$ cat src/rtl/aes_block_stream_if.sv
// 32-bit valid/ready stream pair around the AES block adapter.
// slave: the adapter's view; master: the producer/consumer view.
interface aes_block_stream_if;
    logic [31:0] s_data;
    logic        s_valid;
    logic        s_ready;
    logic [31:0] m_data;
    logic        m_valid;
    logic        m_ready;
    logic        m_fault;

    modport slave (
        input  s_data,
        input  s_valid,
        output s_ready,
        output m_data,
        output m_valid,
        input  m_ready,
        output m_fault
    );

    modport master (
        output s_data,
        output s_valid,
        input  s_ready,
        input  m_data,
        input  m_valid,
        output m_ready,
        input  m_fault
    );
endinterface

$ cat src/rtl/aes_block_stream.sv
// Packs 32-bit words into 128-bit blocks for aes_top, retries faulted runs,
// and serialises the ciphertext back out as 32-bit words.
module aes_block_stream #(
    parameter int MAX_RETRY = 1,
    parameter int TIMEOUT   = 4096
) (
    input  logic         clk,
    input  logic         rst,
    input  logic [127:0] key_in,
    input  logic         key_load,
    aes_block_stream_if.slave bus,
    output logic         aes_start,
    output logic [127:0] aes_key,
    output logic [127:0] aes_plaintext,
    input  logic         aes_busy,
    input  logic         aes_done,
    input  logic [127:0] aes_ciphertext,
    input  logic         aes_fault,
    output logic [15:0]  blk_count,
    output logic         timeout_err
);

    typedef enum logic [1:0] {
        FILL,
        LAUNCH,
        WAIT,
        DRAIN
    } state_t;

    localparam logic [2:0]  RETRY_MAX = 3'(MAX_RETRY);
    // Compared against the pre-increment count: fires as it steps to TIMEOUT-1.
    localparam logic [15:0] WDOG_LAST = 16'(TIMEOUT - 2);

    state_t       state;
    state_t       state_n;
    logic [1:0]   wcnt;
    logic [1:0]   dcnt;
    logic [2:0]   retry;
    logic [15:0]  wdog;
    logic [127:0] obuf;
    logic         fault_q;
    logic         rdy_q;

    logic s_acc;
    logic m_hs;
    logic done_ok;
    logic done_retry;
    logic done_fail;
    logic wd_fire;

    always_ff @(posedge clk) begin
        if (rst) begin
            state <= FILL;
        end else begin
            state <= state_n;
        end
    end

    always_comb begin
        state_n    = state;
        aes_start  = 1'b0;
        s_acc      = 1'b0;
        m_hs       = 1'b0;
        done_ok    = 1'b0;
        done_retry = 1'b0;
        done_fail  = 1'b0;
        wd_fire    = 1'b0;
        unique case (state)
            FILL: begin
                s_acc = bus.s_valid & rdy_q;
                if (s_acc && wcnt == 2'd3) begin
                    state_n = LAUNCH;
                end
            end
            LAUNCH: begin
                if (!aes_busy) begin
                    aes_start = 1'b1;
                    state_n   = WAIT;
                end
            end
            WAIT: begin
                if (aes_done) begin
                    if (!aes_fault) begin
                        done_ok = 1'b1;
                        state_n = DRAIN;
                    end else if (retry < RETRY_MAX) begin
                        done_retry = 1'b1;
                        state_n    = LAUNCH;
                    end else begin
                        done_fail = 1'b1;
                        state_n   = DRAIN;
                    end
                end else if (wdog == WDOG_LAST) begin
                    wd_fire = 1'b1;
                    state_n = DRAIN;
                end
            end
            DRAIN: begin
                m_hs = bus.m_ready;
                if (m_hs && dcnt == 2'd3) begin
                    state_n = FILL;
                end
            end
            default: begin
                state_n = FILL;
            end
        endcase
    end

    assign bus.s_ready = rdy_q;
    assign bus.m_valid = (state == DRAIN);
    assign bus.m_data  = bus.m_valid ? obuf[127:96] : 32'h0;
    assign bus.m_fault = bus.m_valid & fault_q;

    // Input side: key register, block assembly, ready flag.
    always_ff @(posedge clk) begin
        if (rst) begin
            rdy_q         <= 1'b0;
            wcnt          <= 2'd0;
            aes_key       <= 128'h0;
            aes_plaintext <= 128'h0;
        end else begin
            rdy_q <= (state_n == FILL);
            if (state == FILL && key_load && wcnt == 2'd0) begin
                aes_key <= key_in;
            end
            if (s_acc) begin
                aes_plaintext <= {aes_plaintext[95:0], bus.s_data};
                wcnt          <= wcnt + 2'd1;
            end
        end
    end

    // Run control: watchdog, retries, sticky timeout flag.
    always_ff @(posedge clk) begin
        if (rst) begin
            wdog        <= 16'h0;
            retry       <= 3'd0;
            timeout_err <= 1'b0;
        end else begin
            if (aes_start) begin
                wdog <= 16'h0;
            end else if (state == WAIT) begin
                wdog <= wdog + 16'd1;
            end
            if (done_retry) begin
                retry <= retry + 3'd1;
            end else if (m_hs && dcnt == 2'd3) begin
                retry <= 3'd0;
            end
            if (wd_fire) begin
                timeout_err <= 1'b1;
            end
        end
    end

    // Output side: result buffer shifts out MSW first.
    always_ff @(posedge clk) begin
        if (rst) begin
            obuf      <= 128'h0;
            fault_q   <= 1'b0;
            dcnt      <= 2'd0;
            blk_count <= 16'h0;
        end else begin
            if (done_ok) begin
                obuf    <= aes_ciphertext;
                fault_q <= 1'b0;
            end else if (done_fail || wd_fire) begin
                obuf    <= 128'h0;
                fault_q <= 1'b1;
            end else if (m_hs) begin
                obuf <= {obuf[95:0], 32'h0};
            end
            if (m_hs) begin
                dcnt <= dcnt + 2'd1;
                if (dcnt == 2'd3) begin
                    blk_count <= blk_count + 16'd1;
                end
            end
        end
    end

endmodule
$ cat src/flat_wrapper.sv
// flat-port wrapper written by rule: the top's interface ports become plain ports
module aes_block_stream_flat 
#(
    parameter int MAX_RETRY = 1,
    parameter int TIMEOUT   = 4096
)
  (clk, rst, key_in, key_load, aes_start, aes_key, aes_plaintext, aes_busy, aes_done, aes_ciphertext, aes_fault, blk_count, timeout_err, bus_s_data, bus_s_valid, bus_s_ready, bus_m_data, bus_m_valid, bus_m_ready, bus_m_fault);
  aes_block_stream_if bus_i ();
  input  logic clk;
  input  logic rst;
  input  logic [127:0] key_in;
  input  logic key_load;
  output logic aes_start;
  output logic [127:0] aes_key;
  output logic [127:0] aes_plaintext;
  input  logic aes_busy;
  input  logic aes_done;
  input  logic [127:0] aes_ciphertext;
  input  logic aes_fault;
  output logic [15:0] blk_count;
  output logic timeout_err;
  input wire logic [$bits(bus_i.s_data)-1:0] bus_s_data;
  input wire logic [$bits(bus_i.s_valid)-1:0] bus_s_valid;
  output wire logic [$bits(bus_i.s_ready)-1:0] bus_s_ready;
  output wire logic [$bits(bus_i.m_data)-1:0] bus_m_data;
  output wire logic [$bits(bus_i.m_valid)-1:0] bus_m_valid;
  input wire logic [$bits(bus_i.m_ready)-1:0] bus_m_ready;
  output wire logic [$bits(bus_i.m_fault)-1:0] bus_m_fault;
  assign bus_i.s_data = bus_s_data;
  assign bus_i.s_valid = bus_s_valid;
  assign bus_s_ready = bus_i.s_ready;
  assign bus_m_data = bus_i.m_data;
  assign bus_m_valid = bus_i.m_valid;
  assign bus_i.m_ready = bus_m_ready;
  assign bus_m_fault = bus_i.m_fault;
  aes_block_stream #(.MAX_RETRY(MAX_RETRY), .TIMEOUT(TIMEOUT)) u_core (.clk(clk), .rst(rst), .key_in(key_in), .key_load(key_load), .bus(bus_i), .aes_start(aes_start), .aes_key(aes_key), .aes_plaintext(aes_plaintext), .aes_busy(aes_busy), .aes_done(aes_done), .aes_ciphertext(aes_ciphertext), .aes_fault(aes_fault), .blk_count(blk_count), .timeout_err(timeout_err));
endmodule
$ cat config.mk
export PLATFORM = sky130hd
export DESIGN_NAME = aes_block_stream_flat
export DESIGN_NICKNAME = d
export VERILOG_FILES = /design/src/rtl/aes_block_stream_if.sv /design/src/rtl/aes_block_stream.sv /design/src/flat_wrapper.sv
export SDC_FILE = /design/constraint.sdc
export NUM_CORES = 1
export LEC_CHECK = 0
export ABC_CLOCK_PERIOD_IN_PS = 2350
export CAP_MARGIN = 20
export CORE_MARGIN = 10
export CORE_UTILIZATION = 35
export CTS_CLUSTER_DIAMETER = 80
export DETAILED_ROUTE_END_ITERATION = 10
export PLACE_DENSITY = 0.66
export SETUP_SLACK_MARGIN = 0.15
export SLEW_MARGIN = 20
export SYNTH_ARGS = -nofsm -noshare
export SYNTH_HDL_FRONTEND = slang
export SYNTH_SLANG_ARGS = --single-unit
$ cat constraint.sdc
create_clock -name clk -period 2.35 [get_ports clk]
set_input_delay 0.235 -clock clk [delete_from_list [all_inputs] [get_ports clk]]
set_output_delay 0.235 -clock clk [all_outputs]
set_load 0.1 [all_outputs]
==> Flow_metrics.wiki <==
{| class="wikitable"
! Metric !! Value
|-
| Synth Area in Adders || 0.545%
|-
| Power density cells || 750 nW/um^2
|-
| Cts bufs inserted || 48
|-
| Clock slew seen by the registers of the worst setup and hold paths || 60 ps
|-
| Wire length reported by the detailed router || 62600 um
|-
| Overall power of the completed layout || 18.1 mW
|-
| Worst-margin pin slew || 1050 ps
|-
| Cell total after placement || 3057
|-
| Insertion delay to the later sink of the worst-skew pair || 580 ps
|-
| Gpl congestion || 0.873
|-
| Register-to-Register Setup Slack || 430 ps
|-
| # nets final || 2812
|-
| Count of warnings emitted by yosys || 0
|-
| Global route total overflow || 0
|-
| Complex-gate fraction of the synthesized area || 16.9%
|-
| Die Span X || 234 um
|-
| H-tree Lvls || 2
|-
| Syn Nets || 2273
|-
| Sum of met3 wire segment lengths after detailed routing || 6120 um
|-
| Mean instance size in the synthesized netlist || 8.16 um^2
|-
| Initial standard-cell utilization of the core || 35.4%
|-
| Number of placement rows || 78
|-
| Maximum clock skew at final layout || 18.8 ps
|-
| Number of antenna violations at the first check in global routing || 16
|-
| Layout overhead on the synthesized area || 50.1%
|-
| DRC violation count after routing || 0
|-
| Full die area || 54900 um^2
|-
| Cell Area, Synth || 16100 um^2
|-
| Clock tree from TritonCTS || yes
|-
| Highest metal layer with signal wires || met5
|-
| Cell breakdown of the critical path || buf_4 > buf_8 > and3_1 > buf_12
|-
| Largest fanout of any net on the critical path || 34
|-
| Synthesized instance count || 1970
|-
| Commonest non-fill, non-tap cell in the layout || sky130_fd_sc_hd__nand2_1
|-
| Kind of launch point of the worst setup path || flop
|-
| CTS max path bufs || 3
|-
| Fin crit share || 89.7%
|-
| Number of different library cells in the post-synthesis netlist || 44
|-
| Slowest cell on the critical path || sky130_fd_sc_hd__dfxtp_4
|-
| Commonest cells after routing, fill and taps aside || 604 x sky130_fd_sc_hd__nand2_1, 419 x sky130_fd_sc_hd__dfxtp_1, 316 x sky130_fd_sc_hd__a21oi_1, 294 x sky130_fd_sc_hd__clkdlybuf4s50_1, 292 x sky130_fd_sc_hd__buf_4
|-
| Height of the chip || 234 um
|-
| Capture point of the worst reg-to-reg path || u_core.obuf[58]
|-
| Main combinational cell family by area after synthesis || simple AND/OR/NAND/NOR gates
|-
| Final Hold Violating Endpoints || 0
|-
| Data required time of the worst path || 2120 ps
|-
| Pre-Repair DR Iteration Count || 7
|-
| Met2 routed wirelength || 29800 um
|-
| Total negative slack for setup checks || 0 ps
|-
| Category of the worst setup path capture point || primary output
|-
| Fmax || 474 MHz
|-
| Final number of max-transition violations || 0
|-
| Worst ir drop on vdd || 0.472 mV
|-
| Crit path kind || flop to primary output
|-
| Run status || complete, no violations
|-
| Layout cell share with drive strength beyond 1 || 17.7%
|-
| IO Port Bufs || 604
|-
| WHS Endpoint || u_core.obuf[96]
|-
| # IOs || 605
|-
| DP Wirelength || 46700 um
|-
| Portion of the post-synthesis area used by sequential elements || 53.3%
|-
| Number of cells traversed by the worst hold path || 3
|-
| CTS Sinks || 428
|-
| Final critical-path required period || 2110 ps
|-
| DRC violation total after the first TritonRoute iteration || 1227
|-
| Global routing usage summed across all routing layers || 21.2%
|-
| Slowest Stage Delay on Critical Path || 400 ps
|-
| P_leak || 9.51 nW
|-
| HP Start || aes_ciphertext[96]
|-
| Number of setup violations in the final report || 0
|-
| Unrepaired setup endpoints after global routing || false
|-
| Worst max-slew margin expressed relative to the limit || 30.1%
|-
| Final ANT Viol Nets || 0
|-
| Worst reg-to-reg path cell count || 7
|-
| Final standard cell count with taps included and fillers excluded || 3157
|-
| Parity-gate share of the synthesized area counting xor and xnor cells || 1.14%
|-
| Arrival time reported for the critical path endpoint || 1870 ps
|-
| Metal1 wirelength || 24100 um
|-
| Global-route wire length before repair || 90500 um
|-
| Tightest Hold Check Type || input pin to flop
|-
| Synthesized flop and latch total || 428
|-
| Library cell used as clock root buffer || sky130_fd_sc_hd__clkbuf_16
|-
| CORE AREA || 45400 um^2
|-
| Via/cell ratio || 4.97
|-
| Utilization after layout || 53.1%
|-
| Vias in the first global route || 15200
|-
| Worst R2R Start || u_core.wdog[1]
|-
| Fraction of synthesized area in multiplexers || 2.93%
|-
| Maximum capacitance violations || 0
|-
| Number of vias after detailed routing || 15700
|-
| Synth Area in Simple Gates || 20.4%
|-
| Post-detailed-route wirelength per cell || 19.8 um
|-
| Pin count of the biggest net entering global routing || 128
|}
## power breakdown
| part | switching [mW] | internal, mW |
|---|---|---|
| clock network | 3.09 | 4.64 |
| registers | 0.111 | 7.44 |
| logic | 1.97 | 0.837 |
## logic make-up after synthesis
family / Yosys count
AO/OA/AOI/OAI: 501
XOR/XNOR: 21
adder cells (fa/ha/maj): 7
buffers and inverters: 181
flip-flops: 428
multiplexers: 47
AND/OR/NAND/NOR: 785
## cell usage after synthesis
cell	n	area [um^2]
sky130_fd_sc_hd__nand2_1	604	2270
sky130_fd_sc_hd__dfxtp_1	428	8570
sky130_fd_sc_hd__a21oi_1	316	1580
sky130_fd_sc_hd__o21ai_0	114	571
sky130_fd_sc_hd__clkbuf_1	92	345
sky130_fd_sc_hd__nor2_1	49	184
sky130_fd_sc_hd__mux2i_1	47	470
sky130_fd_sc_hd__buf_2	41	205
sky130_fd_sc_hd__nand3_1	41	205
sky130_fd_sc_hd__and3_1	38	238
sky130_fd_sc_hd__a32o_1	32	320
sky130_fd_sc_hd__inv_1	30	113
sky130_fd_sc_hd__o21ai_1	21	105
sky130_fd_sc_hd__or3_1	14	87.6
sky130_fd_sc_hd__buf_1	11	41.3
sky130_fd_sc_hd__xnor2_1	11	96.3
sky130_fd_sc_hd__nand4_1	10	62.6
sky130_fd_sc_hd__xor2_1	10	87.6
sky130_fd_sc_hd__o21a_1	8	60.1
sky130_fd_sc_hd__ha_1	7	87.6
sky130_fd_sc_hd__and4_1	6	52.6
sky130_fd_sc_hd__nor4_1	6	37.5
sky130_fd_sc_hd__nor3_1	4	20.0
sky130_fd_sc_hd__a211oi_1	3	22.5
sky130_fd_sc_hd__buf_4	3	22.5
sky130_fd_sc_hd__a31oi_1	2	12.5
sky130_fd_sc_hd__and2_1	2	12.5
sky130_fd_sc_hd__and4b_1	2	20.0
sky130_fd_sc_hd__buf_6	2	22.5
sky130_fd_sc_hd__clkbuf_2	2	10.0
sky130_fd_sc_hd__a32oi_1	1	8.76
sky130_fd_sc_hd__a41oi_1	1	8.76
sky130_fd_sc_hd__and4bb_2	1	12.5
sky130_fd_sc_hd__nand3b_2	1	11.3
sky130_fd_sc_hd__nand4_4	1	21.3
sky130_fd_sc_hd__nand4b_1	1	8.76
sky130_fd_sc_hd__nor2b_1	1	6.26
sky130_fd_sc_hd__nor4b_1	1	8.76
sky130_fd_sc_hd__o211ai_1	1	7.51
sky130_fd_sc_hd__o211ai_2	1	12.5
sky130_fd_sc_hd__o31ai_1	1	7.51
sky130_fd_sc_hd__or3_4	1	11.3
sky130_fd_sc_hd__or3b_2	1	8.76
sky130_fd_sc_hd__or4_1	1	7.51
## cell type report
cell class / instances / area [um^2]
clock inverter: 17 / 196
clock buffer: 72 / 1460
timing repair buffer: 640 / 6190
inverter: 30 / 113
antenna: 9 / 22.5
multi-input combinational: 1361 / 6810
sequential: 428 / 8580
tap: 600 / 751
fill: 4188 / 21300
## worst max-delay path: cells and delay by family, from the launching register on
family / cells / cell delay (ps)
buffers and inverters: 3 / 600
flip-flops: 1 / 400
AND/OR/NAND/NOR: 1 / 280
## worst max-delay path by stage
| stage | startpoint | endpoint | cells past startpoint |
|---|---|---|---|
| final | u_core.state[0] | bus_m_data[21] | 4 |
| after global routing | u_core.state[0] | bus_m_data[21] | 4 |
| after CTS | u_core.state[0] | bus_m_data[21] | 4 |
| after detailed placement | aes_done | u_core.obuf[20] | 6 |
| after global placement | bus_m_ready | u_core.blk_count[15] | 5 |
| after floorplan | u_core.blk_count[7] | u_core.blk_count[15] | 4 |
## routing by layer
| layer | global-route usage [%] | up-vias |
|---|---|---|
| li1 | - | 7697 |
| met1 | 23.8 | 7305 |
| met2 | 34.9 | 550 |
| met3 | 7.99 | 126 |
| met4 | 10.2 | 14 |
| met5 | 0 | - |
## flip-flops by register name, summed over array words and instances (netlist names)
| signal | count |
|---|---|
| u_core.aes_key | 128 |
| u_core.aes_plaintext | 128 |
| u_core.obuf | 128 |
| u_core.blk_count | 16 |
| u_core.wdog | 16 |
| u_core.retry | 3 |
| u_core.dcnt | 2 |
| u_core.state | 2 |
| u_core.wcnt | 2 |
| u_core.bus.s_ready | 1 |
| u_core.fault_q | 1 |
| u_core.timeout_err | 1 |
## per-stage QoR
| stage | hold WS, ps | setup slack (ps) | area (um^2) |
|---|---|---|---|
| floorplan | 344 | 152 | 16100 |
| global placement | 442 | 277 | 22400 |
| detailed placement | 447 | 281 | 22400 |
| CTS | 164 | 162 | 24100 |
| global route | 190 | 166 | 24100 |
| finish | 200 | 242 | 24100 |
## what timing repair did
item,CTS,global route
hold endpoints to repair,3,0
setup endpoints to repair,35,100
buffers inserted,0,1
hold buffers,1,0
pin swaps,0,1
gates resized for setup,7,1
(Power assumes the default switching activity.)
==> edit 1, RTL diff (same settings) <==
Reset style: asynchronous (`rst`), changed in 4 clocked blocks.
--- a/src/rtl/aes_block_stream.sv
+++ b/src/rtl/aes_block_stream.sv
@@ -49,5 +49,5 @@
     logic wd_fire;
 
-    always_ff @(posedge clk) begin
+    always_ff @(posedge clk or posedge rst) begin
         if (rst) begin
             state <= FILL;
@@ -114,5 +114,5 @@
 
     // Input side: key register, block assembly, ready flag.
-    always_ff @(posedge clk) begin
+    always_ff @(posedge clk or posedge rst) begin
         if (rst) begin
             rdy_q         <= 1'b0;
@@ -133,5 +133,5 @@
 
     // Run control: watchdog, retries, sticky timeout flag.
-    always_ff @(posedge clk) begin
+    always_ff @(posedge clk or posedge rst) begin
         if (rst) begin
             wdog        <= 16'h0;
@@ -156,5 +156,5 @@
 
     // Output side: result buffer shifts out MSW first.
-    always_ff @(posedge clk) begin
+    always_ff @(posedge clk or posedge rst) begin
         if (rst) begin
             obuf      <= 128'h0;
Function: differs if rst is asserted again (counterexample within 4 cycles, from zero or initial values and one cycle with rst high); with rst held inactive, the same outputs for 4 cycles.
==> edit 1 against the unedited design <==
The run now ends with setup timing left. Routed wire length grew 10%. Synthesized cell count shrank 28%. Area after synthesis grew 13%. Cell count shrank 13%. Sequential cell count is the same. Final area grew 14%. Hold slack lost 0.15 ns. Critical path depth grew 3. Worst setup slack lost 0.28 ns. Largest cell class unchanged.
Power is left out: the tool's default activity adds up to more than one toggle a clock period on the data nets, which glitch-free logic cannot reach.
==> edit 1: results (changes against the unedited design) <==
[outcome]
status=finished, violations left
violations=setup timing

[clock_tree]
clk_latency_ns=0.60  ; +0.02 ns
cts_buffers=48  ; unchanged

[layout]
fillers=4343  ; +3.7%
drive_above_1_share_pct=39.4  ; +22 points

[global_route]
grt_use_met1_pct=26.7  ; +2.9 points
antenna_found_initial=21  ; +5
grtUsageMet3_pct=7.79  ; -0.19 points
grt_max_degree=89  ; -30%
track_usage_pct=21.1  ; -0.055 points
first_global_vias=14700  ; -3.9%
grt_pass1_wl_um=98400  ; +8.7%
grt_use_met2_pct=33.2  ; -1.7 points

[worst_setup_path]
critPathMaxFanout=22  ; -35%
crit_type=reg -> reg
worstReg2RegStart=u_core.wdog[0]$_DFFE_PP0P_

[yosys]
synth_area_leaders=dfrtp_1 (59%), mux2_2 (16%), a2bb2oi_1 (9.3%)
async_flop_share_pct=100  ; +100 points
ys_seq_area_share_pct=59.0  ; +5.6 points
syn_area_per_cell_um2=12.8  ; +57%
synth_warnings=0  ; unchanged
synth_nets=1720  ; -24%
synthTopCellsByCount=dfrtp_1 (428), mux2_2 (257), a2bb2oi_1 (192)

[placement]
placedCellCount=2634  ; -14%
gp_congestion=0.921  ; +5.6%
dp_hpwl_um=52200  ; +12%

[detailed_routing]
wl_um=69000  ; +10%
drt-initial-drc-count=934  ; -24%

[sta]
max_slew_margin_pct=66.8  ; +37 points
setup_viol=17  ; +17
fin_skew_ns=0.0218  ; +0.00293 ns
layout_setup_ws_ns=-0.0345  ; -0.276 ns

## edit 1: changes by cell type after synthesis, moves of 31 or more
cell       before  now
a21oi_1       316    2
a22o_1          0   35
nand2_1       604  119
nor2_1         49   11
dfrtp_1         0  428
a32o_1         32    0
mux2_2          0  257
dfxtp_1       428    0
a2bb2oi_1       0  192
mux2i_1        47    5
buf_2          41   10
## edit 1: repair_timing
item | CTS | global route
cloned | 5 | 5
buffers inserted | 6 | 1
pin swaps | 2 | 3
resized for setup | 18 | 83
setup endpoints to repair | 130 | 154
## edit 1: path summary, 6_finish.rpt
kind / endpoint / slack [ns] / cells after the start
setup / recovery: u_core.obuf[94]$_DFFE_PP0P_ / -0.03 / 7
hold / removal: u_core.aes_key[15]$_DFFE_PP0P_ / 0.05 / 3
setup reg to reg: u_core.obuf[94]$_DFFE_PP0P_ / -0.03 / 7
hold reg to reg: u_core.dcnt[0]$_DFFE_PP0P_ / 0.48 / 1
max in group asynchronous: u_core.aes_key[103]$_DFFE_PP0P_ / 1.56 / 4
min in group clk: u_core.obuf[122]$_DFFE_PP0P_ / 0.19 / 3
## edit 1: through the flow
| stage | worst slack (ns) | area, µm² | hold WS [ns] | setup TNS, ns | utilization (%) |
|---|---|---|---|---|---|
| floorplan | -3.66 | 18200 | 0.337 | -1580.63 | - |
| global placement | -0.0954 | 24900 | 0.457 | -6.83 | 48.4 |
| detailed placement | -0.154 | 24900 | 0.480 | -9.67 | 48.4 |
| CTS | 0.0242 | 26800 | 0.0237 | 0 | 52.2 |
| global route | -0.114 | 27500 | 0.0544 | -5.72 | 53.4 |
| finish | -0.0345 | 27500 | 0.0456 | -0.232 | 53.4 |
## edit 1: cells by family (layout without fill, tap and decap cells)
logic type | Yosys count | after routing | synth area share [%]
compound gates | 353 | 354 | 14.8
buf+inv | 131 | 772 | 2.98
mux | 262 | 262 | 16.2
xor+xnor | 18 | 18 | 0.868
simple gates | 218 | 218 | 5.75
fa+ha+maj | 7 | 7 | 0.482
other cells | 0 | 10 | 0
flops | 428 | 428 | 59.0
## edit 1: layout make-up
type,count,area share [%]
Multi-Input combinational cell,859,27.2
Clock buffer,70,5.15
Clock inverter,18,1.10
Sequential cell,428,39.0
Antenna cell,10,0.0911
Timing Repair Buffer,677,24.2
Tap cell,680,3.10
Inverter,7,0.109
## edit 1: metal layers
| layer | vias up | routed length (µm) |
|---|---|---|
| met3 | 121 | 6740 |
| met5 | - | 154 |
| li1 | 6462 | - |
| met2 | 512 | 32900 |
| met4 | 24 | 1980 |
| met1 | 7235 | 27200 |
## edit 1: critical path, stage by stage, from the launching register on
cell and delay (ns):
dfrtp_1 0.38, inv_1 0.06, ha_1 0.14, or4b_4 0.45, or3_4 0.46, buf_4 0.23
o21ai_0 0.42, a2bb2oi_2 0.11
==> edit 2, RTL diff (same settings) <==
Made on the original files. `TIMEOUT` is set to 4096 in 2 places; all go to 2048.
--- a/src/rtl/aes_block_stream.sv
+++ b/src/rtl/aes_block_stream.sv
@@ -3,5 +3,5 @@
 module aes_block_stream #(
     parameter int MAX_RETRY = 1,
-    parameter int TIMEOUT   = 4096
+    parameter int TIMEOUT   = 2048
 ) (
     input  logic         clk,
--- a/src/flat_wrapper.sv
+++ b/src/flat_wrapper.sv
@@ -3,5 +3,5 @@
 #(
     parameter int MAX_RETRY = 1,
-    parameter int TIMEOUT   = 4096
+    parameter int TIMEOUT   = 2048
 )
   (clk, rst, key_in, key_load, aes_start, aes_key, aes_plaintext, aes_busy, aes_done, aes_ciphertext, aes_fault, blk_count, timeout_err, bus_s_data, bus_s_valid, bus_s_ready, bus_m_data, bus_m_valid, bus_m_ready, bus_m_fault);
Check against the original RTL: not settled (the Yosys comparison gave no result); the edit may change what the design does.
==> edit 2 against the unedited design <==
Combinational power grew 11%. Register-to-register slack worse by 0.17 ns. Power increased by 1.3%. Final area up 3.3%. Worst setup slack better by 0.022 ns. Sequential cell count unchanged. Sequential power rose by 0.7%. Area after synthesis up 4.4%. Routed wire length is 7.2% higher. Largest power group unchanged.
==> edit 2: results (changes against the unedited design) <==
[power_and_ir_drop]
leakage_nw=9.65  ; +1.5%
p_comb_mw=3.12  ; +11%
ir_drop_uv=624  ; +32%

[global_route]
grt_pass1_wl_um=97800  ; +8.1%
grt_use_met1_pct=24.6  ; +0.78 points
antenna_found_initial=9  ; -7
track_usage_pct=22.0  ; +0.86 points

[layout]
inverters=8  ; -73%
final-clk-cell-share_pct=6.45  ; -0.42 points
nClkBuffers=73  ; +1.4%
multi_input_area_share_pct=30.3  ; +2.1 points
drive_above_1_share_pct=19.7  ; +2.0 points
nonClkBufAreaFrac_pct=25.6  ; -0.050 points

[yosys]
synthDistinctLibCells=54  ; +23%
synth_fa_ha_area_share_pct=0.522  ; -0.023 points
synth_area_leaders=dfxtp_1 (51%), nand2_1 (14%), a21oi_1 (8.1%)
ys_seq_area_share_pct=51.1  ; -2.3 points
synthTopCellsByCount=nand2_1 (633), dfxtp_1 (428), a21oi_1 (273)
synth_top_family_by_area=compound AO/OA/AOI/OAI gates

[outcome]
status=complete, no violations

[detailed_routing]
wl_met2_um=33200  ; +11%
viasPerCell=5.13  ; +3.2%
wl_per_cell_um=20.9  ; +5.6%
drtPass1Iterations=5  ; -2
num_vias=16500  ; +4.8%

[placement]
placedCellCount=3113  ; +1.8%
dp_hpwl_um=50700  ; +8.5%

[floorplanning]
core_area_um2=47500  ; +4.8%

[worst_setup_path]
crit_path_top_delay_cell=dfxtp_1
crit_start=u_core.wdog[0]$_SDFFE_PP0P_

[edit 2: worst min path at each step]
stage / start / end
after floorplan: aes_ciphertext[0] / u_core.obuf[0]$_SDFFE_PP0P_
after global placement: u_core.aes_key[124]$_SDFFE_PP0P_ / u_core.aes_key[124]$_SDFFE_PP0P_
after detailed placement: u_core.timeout_err$_SDFFE_PP0P_ / u_core.timeout_err$_SDFFE_PP0P_
after CTS: rst / u_core.retry[0]$_SDFFE_PP0P_
after global routing: rst / u_core.dcnt[0]$_SDFFE_PP0P_
final: rst / u_core.dcnt[0]$_SDFFE_PP0P_
[edit 2: what timing repair did]
action | in CTS | in global routing
endpoints found under the setup margin | 37 | 47
gates resized for setup | 4 | 19
buffers inserted | 0 | 1
gates cloned | 0 | 2
pin swaps | 0 | 1
